$ cat src/rtl/alu_mc_if.sv
// Request/response bundle for the multi-cycle ALU: request handshake, operands,
// flush, and the registered result handshake.
interface alu_mc_if #(
    parameter int XLEN = 32
) ();
    logic            in_valid;
    logic            in_ready;
    logic [4:0]      op;
    logic [XLEN-1:0] a;
    logic [XLEN-1:0] b;
    logic            flush;
    logic            out_valid;
    logic            out_ready;
    logic [XLEN-1:0] result;
    logic            zero;

    modport slave (
        input  in_valid, op, a, b, flush, out_ready,
        output in_ready, out_valid, result, zero
    );

    modport master (
        output in_valid, op, a, b, flush, out_ready,
        input  in_ready, out_valid, result, zero
    );
endinterface

$ cat src/rtl/alu_mc.sv
// Multi-cycle ALU: single-cycle RV32I-style ops plus iterative shift-add multiply
// and restoring divide on magnitudes, with a fixed XLEN+2 latency for the latter.
module alu_mc #(
    parameter int XLEN = 32
) (
    input  logic     clk,
    input  logic     rst,
    alu_mc_if.slave  bus
);
    localparam int SHW = $clog2(XLEN);
    localparam int CW  = SHW + 1;

    typedef enum logic [1:0] {IDLE, BUSY, DONE} state_t;

    state_t              state_q, state_d;
    logic [2:0]          op_q;
    logic [XLEN-1:0]     a_q;
    logic                b_zero_q;
    logic                neg_q;
    logic [2*XLEN-1:0]   acc_q;
    logic [2*XLEN-1:0]   x_q;
    logic [XLEN-1:0]     y_q;
    logic [CW-1:0]       cnt_q;
    logic [XLEN-1:0]     result_q;
    logic                zero_q;

    logic                accept;
    logic                iter_op;
    logic                last_step;
    logic [SHW-1:0]      sh;
    logic [XLEN-1:0]     alu_res;
    logic                sa, sb, a_neg, b_neg;
    logic [XLEN-1:0]     abs_a, abs_b;
    logic [2*XLEN:0]     div_sh;
    logic                div_ge;
    logic [XLEN-1:0]     div_diff;
    logic [2*XLEN-1:0]   step_acc;
    logic [2*XLEN-1:0]   prod;
    logic [XLEN-1:0]     qr;
    logic [XLEN-1:0]     fix;

    assign bus.in_ready  = (state_q == IDLE) || (state_q == DONE && bus.out_ready);
    assign accept        = bus.in_valid && bus.in_ready && !bus.flush;
    assign iter_op       = (bus.op[4:3] == 2'b10);
    assign last_step     = (cnt_q == CW'(XLEN));
    assign bus.out_valid = (state_q == DONE);
    assign bus.result    = result_q;
    assign bus.zero      = zero_q;

    always_ff @(posedge clk or posedge rst) begin
        if (rst) state_q <= IDLE;
        else     state_q <= state_d;
    end

    always_comb begin
        state_d = state_q;
        if (bus.flush) begin
            state_d = IDLE;
        end else begin
            case (state_q)
                IDLE: if (accept) state_d = iter_op ? BUSY : DONE;
                BUSY: if (last_step) state_d = DONE;
                DONE: begin
                    if (accept)             state_d = iter_op ? BUSY : DONE;
                    else if (bus.out_ready) state_d = IDLE;
                end
                default: state_d = IDLE;
            endcase
        end
    end

    always_comb begin
        sh      = bus.b[SHW-1:0];
        alu_res = '0;
        case (bus.op)
            5'h00: alu_res = bus.a + bus.b;
            5'h01: alu_res = bus.a - bus.b;
            5'h02: alu_res = bus.a << sh;
            5'h03: alu_res = {{(XLEN-1){1'b0}}, $signed(bus.a) < $signed(bus.b)};
            5'h04: alu_res = bus.a ^ bus.b;
            5'h05: alu_res = bus.a >> sh;
            5'h06: alu_res = bus.a | bus.b;
            5'h07: alu_res = bus.a & bus.b;
            5'h08: alu_res = $unsigned($signed(bus.a) >>> sh);
            5'h09: alu_res = {{(XLEN-1){1'b0}}, bus.a < bus.b};
            default: alu_res = '0;
        endcase
    end

    // Magnitudes are taken at accept time, so the accept edge doubles as the setup step.
    always_comb begin
        sa    = (bus.op == 5'h11) || (bus.op == 5'h12) || (bus.op == 5'h14) || (bus.op == 5'h16);
        sb    = (bus.op == 5'h11) || (bus.op == 5'h14) || (bus.op == 5'h16);
        a_neg = sa && bus.a[XLEN-1];
        b_neg = sb && bus.b[XLEN-1];
        abs_a = a_neg ? (~bus.a + 1'b1) : bus.a;
        abs_b = b_neg ? (~bus.b + 1'b1) : bus.b;
    end

    always_comb begin
        div_sh   = {acc_q, 1'b0};
        div_ge   = div_sh[2*XLEN:XLEN] >= {1'b0, x_q[XLEN-1:0]};
        div_diff = div_sh[2*XLEN-1:XLEN] - x_q[XLEN-1:0];
        if (op_q[2]) begin
            step_acc = div_ge ? {div_diff, div_sh[XLEN-1:1], 1'b1} : div_sh[2*XLEN-1:0];
        end else begin
            step_acc = y_q[0] ? (acc_q + x_q) : acc_q;
        end
        prod = neg_q ? (~acc_q + 1'b1) : acc_q;
        qr   = op_q[1] ? acc_q[2*XLEN-1:XLEN] : acc_q[XLEN-1:0];
        if (!op_q[2])     fix = (op_q[1:0] == 2'b00) ? prod[XLEN-1:0] : prod[2*XLEN-1:XLEN];
        else if (b_zero_q) fix = op_q[1] ? a_q : '1;
        else               fix = neg_q ? (~qr + 1'b1) : qr;
    end

    always_ff @(posedge clk or posedge rst) begin
        if (rst) begin
            op_q     <= '0;
            a_q      <= '0;
            b_zero_q <= 1'b0;
            neg_q    <= 1'b0;
            acc_q    <= '0;
            x_q      <= '0;
            y_q      <= '0;
            cnt_q    <= '0;
            result_q <= '0;
            zero_q   <= 1'b1;
        end else if (bus.flush) begin
            cnt_q <= '0;
        end else if (accept) begin
            op_q     <= bus.op[2:0];
            a_q      <= bus.a;
            b_zero_q <= (bus.b == '0);
            cnt_q    <= '0;
            if (iter_op && bus.op[2]) begin
                acc_q <= {{XLEN{1'b0}}, abs_a};
                x_q   <= {{XLEN{1'b0}}, abs_b};
                y_q   <= '0;
                neg_q <= bus.op[1] ? a_neg : (a_neg ^ b_neg);
            end else if (iter_op) begin
                acc_q <= '0;
                x_q   <= {{XLEN{1'b0}}, abs_a};
                y_q   <= abs_b;
                neg_q <= a_neg ^ b_neg;
            end else begin
                result_q <= alu_res;
                zero_q   <= (alu_res == '0);
            end
        end else if (state_q == BUSY) begin
            if (last_step) begin
                result_q <= fix;
                zero_q   <= (fix == '0);
            end else begin
                acc_q <= step_acc;
                if (!op_q[2]) x_q <= {x_q[2*XLEN-2:0], 1'b0};
                y_q   <= y_q >> 1;
                cnt_q <= cnt_q + CW'(1);
            end
        end
    end
endmodule

$ cat src/flat_wrapper.sv
// flat-port wrapper written by rule: the top's interface ports become plain ports
module alu_mc_flat 
#(
    parameter int XLEN = 32
)
  (clk, rst, bus_in_valid, bus_op, bus_a, bus_b, bus_flush, bus_out_ready, bus_in_ready, bus_out_valid, bus_result, bus_zero);
  alu_mc_if #(.XLEN(XLEN)) bus_i ();
  input  logic clk;
  input  logic rst;
  input wire logic [$bits(bus_i.in_valid)-1:0] bus_in_valid;
  input wire logic [$bits(bus_i.op)-1:0] bus_op;
  input wire logic [$bits(bus_i.a)-1:0] bus_a;
  input wire logic [$bits(bus_i.b)-1:0] bus_b;
  input wire logic [$bits(bus_i.flush)-1:0] bus_flush;
  input wire logic [$bits(bus_i.out_ready)-1:0] bus_out_ready;
  output wire logic [$bits(bus_i.in_ready)-1:0] bus_in_ready;
  output wire logic [$bits(bus_i.out_valid)-1:0] bus_out_valid;
  output wire logic [$bits(bus_i.result)-1:0] bus_result;
  output wire logic [$bits(bus_i.zero)-1:0] bus_zero;
  assign bus_i.in_valid = bus_in_valid;
  assign bus_i.op = bus_op;
  assign bus_i.a = bus_a;
  assign bus_i.b = bus_b;
  assign bus_i.flush = bus_flush;
  assign bus_i.out_ready = bus_out_ready;
  assign bus_in_ready = bus_i.in_ready;
  assign bus_out_valid = bus_i.out_valid;
  assign bus_result = bus_i.result;
  assign bus_zero = bus_i.zero;
  alu_mc #(.XLEN(XLEN)) u_core (.clk(clk), .rst(rst), .bus(bus_i));
endmodule
$ cat config.mk
export PLATFORM = sky130hd
export DESIGN_NAME = alu_mc_flat
export DESIGN_NICKNAME = d
export VERILOG_FILES = /design/src/rtl/alu_mc_if.sv /design/src/rtl/alu_mc.sv /design/src/flat_wrapper.sv
export SDC_FILE = /design/constraint.sdc
export NUM_CORES = 2
export LEC_CHECK = 0
export BUFFER_PORTS_ARGS = -buffer_cell sky130_fd_sc_hd__buf_4
export CAP_MARGIN = 5
export CELL_PAD_IN_SITES_DETAIL_PLACEMENT = 0
export CELL_PAD_IN_SITES_GLOBAL_PLACEMENT = 2
export CORE_ASPECT_RATIO = 0.75
export CORE_MARGIN = 2
export CORE_UTILIZATION = 35
export DETAILED_ROUTE_END_ITERATION = 16
export PLACE_DENSITY = 0.85
export SLEW_MARGIN = 20
export SYNTH_ARGS = -nofsm -noshare
export SYNTH_HDL_FRONTEND = slang
export SYNTH_SLANG_ARGS = --single-unit
$ cat constraint.sdc
create_clock -name clk -period 7.6 [get_ports clk]
set_input_delay 1.52 -clock clk [delete_from_list [all_inputs] [get_ports clk]]
set_output_delay 1.52 -clock clk [all_outputs]
set_load 0.1 [all_outputs]
==> impl_metrics.toml <==
[floorplan]
start_util = 0.3535
io_pins = 109
rows = 95
design.core.area_um2 = 89740
die-area_um2 = 93080
die_y_um = 264.7
die_w_um = 351.6

[final_layout]
multi_input_area_um2 = 23720
register_area_um2 = 5963
finalInstanceArea_um2 = 34380
fillers = 9490
mostFrequentLayoutCells = "nand2_1 (430), nor2_1 (342), a21oi_1 (305), o21ai_0 (305), dfrtp_1 (234)"
mostFrequentLayoutCell = "nand2_1"
finish.utilization = 0.3831
final_layout_size_suffix_gt1_frac = 0.1124
final_cells = 5283
final_nets = 4325
area_growth_pct = 8.386

[clocking]
clk_latency_ps = 600
cts_resized = 0
hold_buffers = 0
ctsLongestPathBuffers = 3
cts_buffers = 27
clock-sinks = 238
htree_levels = 1
clk_pin_slew_ps = 70
cts_tree = "done"
cts_setup_buffers = 0
clockRootBuffer = "clkbuf_16"

[synthesis]
synthCells = 4152
yosysSeqAreaShare = 0.1878
ys.warnings.count = 0
ys.flop_type = "dfrtp_1"
synthArstFlopShare = 1.000
synth_edf_count = 0
syn_avg_cell_area_um2 = 7.640
ys_seq_elements = 238
synthesis.nets = 4431
synth_cell_types = 106
syn_area_um2 = 31720

[routing]
drtPass1Iterations = 6
routed_wl_um = 177200
viasPerCell = 6.794
first_iter_violations = 5985
vias = 35891
final_antenna_net_count = 0
wl_per_cell_um = 33.55
drc = 0

[power]
p_leak_nw = 14.12
ir_drop_v = 0.0003430
power.total_w = 0.01060
powerDensity_nw_per_um2 = 308.4

[setup_path]
slowest_stage = "or4_1"
crit_arrival_ps = 6340
worstSetupPathType = "primary input to flip-flop"
cp_max_fo = 12
cp_cell_sequence = "buf_4 > clkinv_1 > ha_1 > or4_1 > nor3_1 > o211ai_1 > buf_4 > and4b_1 > o41ai_2 > mux2i_1 > nand4_1 > or4_1 > nor4_1 > nand4bb_1 > o21ai_1"
reg2reg_depth = 13
critPathCaptureType = "flip-flop"
cp.required_ps = 8120
reg2reg_from = "u_core.acc_q[0]"
critPathLaunchType = "primary input"
timing.critical_path.from = "bus_a[8]"
critical_path.max_stage_delay_ps = 630

[timing]
final_hold_viol_count = 0
min_period_ps = 5817
finalCritPeriodShare = 0.7654
relSlewSlack = 0.1307
finalSetupViolations = 0
worst_pin_slew_ps = 1286
fin_worst_skew_ps = 25.43
finalSetupTns_ps = 0
slew_viol_final = 0
rsz0062_at_grt = "no"
fmax_ghz = 0.1719

[run_status]
status = "complete, no violations"

[placed_design]
hpwl_um = 137800
gp_congestion = 1.078
dp_cells = 5228
placed_area_um2 = 33430
portBuffers = 108

[global_routing]
grt_pass1_wl_um = 248400
grt_start_max_net_pins = 116
grt-ovfl-total = 0
track_usage = 0.3683
grt_pass1_vias = 31516
antenna_found_initial = 7

[hold_path]
hold_path_startpoint = "u_core.bus.result[1]"
min_delay_path_depth = 2
hold_class = "flip-flop to flip-flop"

[job]
cap_violations = 0
layer usage:
layer | track usage | routed length, um | up-vias
li1 | - | - | 15339
met5 | 0.007326 | 228 | -
met3 | 0.1384 | 25340 | 284
met1 | 0.5839 | 83360 | 17812
met2 | 0.4549 | 63930 | 2450
met4 | 0.06872 | 4361 | 6
logic make-up after synthesis:
logic type                 after synthesis  synth area share
muxes                                  251            0.1099
buffers and inverters                  518           0.06851
AOI/OAI and AO/OA                     1395            0.2948
xor gates and xnor gates               192           0.05301
adders and majority gates              205           0.08180
and+or+nand+nor                       1353            0.2042
DFF                                    238            0.1878
area by class of cell:
class / instances / share of cell area
timing repair buffer: 211 / 0.04680
sequential: 238 / 0.1734
antenna: 5 / 0.0003639
clock inverter: 16 / 0.005313
tap: 1212 / 0.04411
multi-input combinational: 3396 / 0.6899
inverter: 172 / 0.01889
clock buffer: 33 / 0.02118
state kept, by name, summed over array words and instances (netlist names):
signal and flops:
u_core.y_q 32, u_core.x_q 64, u_core.neg_q 1, u_core.bus.zero 1, u_core.acc_q 64, u_core.b_zero_q 1
u_core.op_q 3, u_core.a_q 32, u_core.bus.result 32, u_core.cnt_q 6, u_core.state_q 2
per-stage QoR:
| stage | hold slack, ps | setup WS [ps] |
|---|---|---|
| after floorplan | 443.8 | 2255 |
| after global placement | 462.9 | 1084 |
| after detailed placement | 471.7 | 1012 |
| after CTS | 488.4 | 1614 |
| after global routing | 510.4 | 1579 |
| final | 479.2 | 1783 |
worst max-delay path, delay by kind of cell:
family                   cells  cell delay, ps
AND/OR/NAND/NOR              7            2390
multiplexers                 1             250
buffers and inverters        3             700
AO/OA/AOI/OAI                3             930
adder cells (fa/ha/maj)      1             510
worst paths after layout:
path	to	slack, ps
worst max-delay path	u_core.bus.zero	1780
worst min-delay path	u_core.bus.result[1]	480
worst max register to register	u_core.bus.zero	1790
worst min register to register	u_core.bus.result[1]	480
max in group asynchronous	u_core.op_q[2]	5030
min in group asynchronous	u_core.acc_q[44]	1020
synth_stat cells, drive strengths merged (45+ instances only):
cell type | n | area share
nand2 | 433 | 0.051
nor2 | 347 | 0.041
a211oi | 72 | 0.017
o31ai | 50 | 0.012
o21ai | 309 | 0.049
ha | 201 | 0.079
clkbuf | 273 | 0.036
o22ai | 50 | 0.0099
xnor2 | 147 | 0.041
inv | 166 | 0.020
a21o | 61 | 0.014
dfrtp | 237 | 0.19
mux2i | 139 | 0.044
nor3 | 116 | 0.018
a22o | 49 | 0.014
nand3 | 76 | 0.012
nand4 | 45 | 0.0091
o211ai | 50 | 0.012
buf | 72 | 0.012
a21oi | 306 | 0.048
a31oi | 59 | 0.012
mux4 | 74 | 0.053
xor2 | 45 | 0.012
power breakdown:
part           switching, W  leakage (nW)  internal, W
Combinational       0.00445          10.7      0.00232
Sequential         0.000767          3.02      0.00163
Clock              0.000647         0.446     0.000790
(Power assumes the default switching activity.)
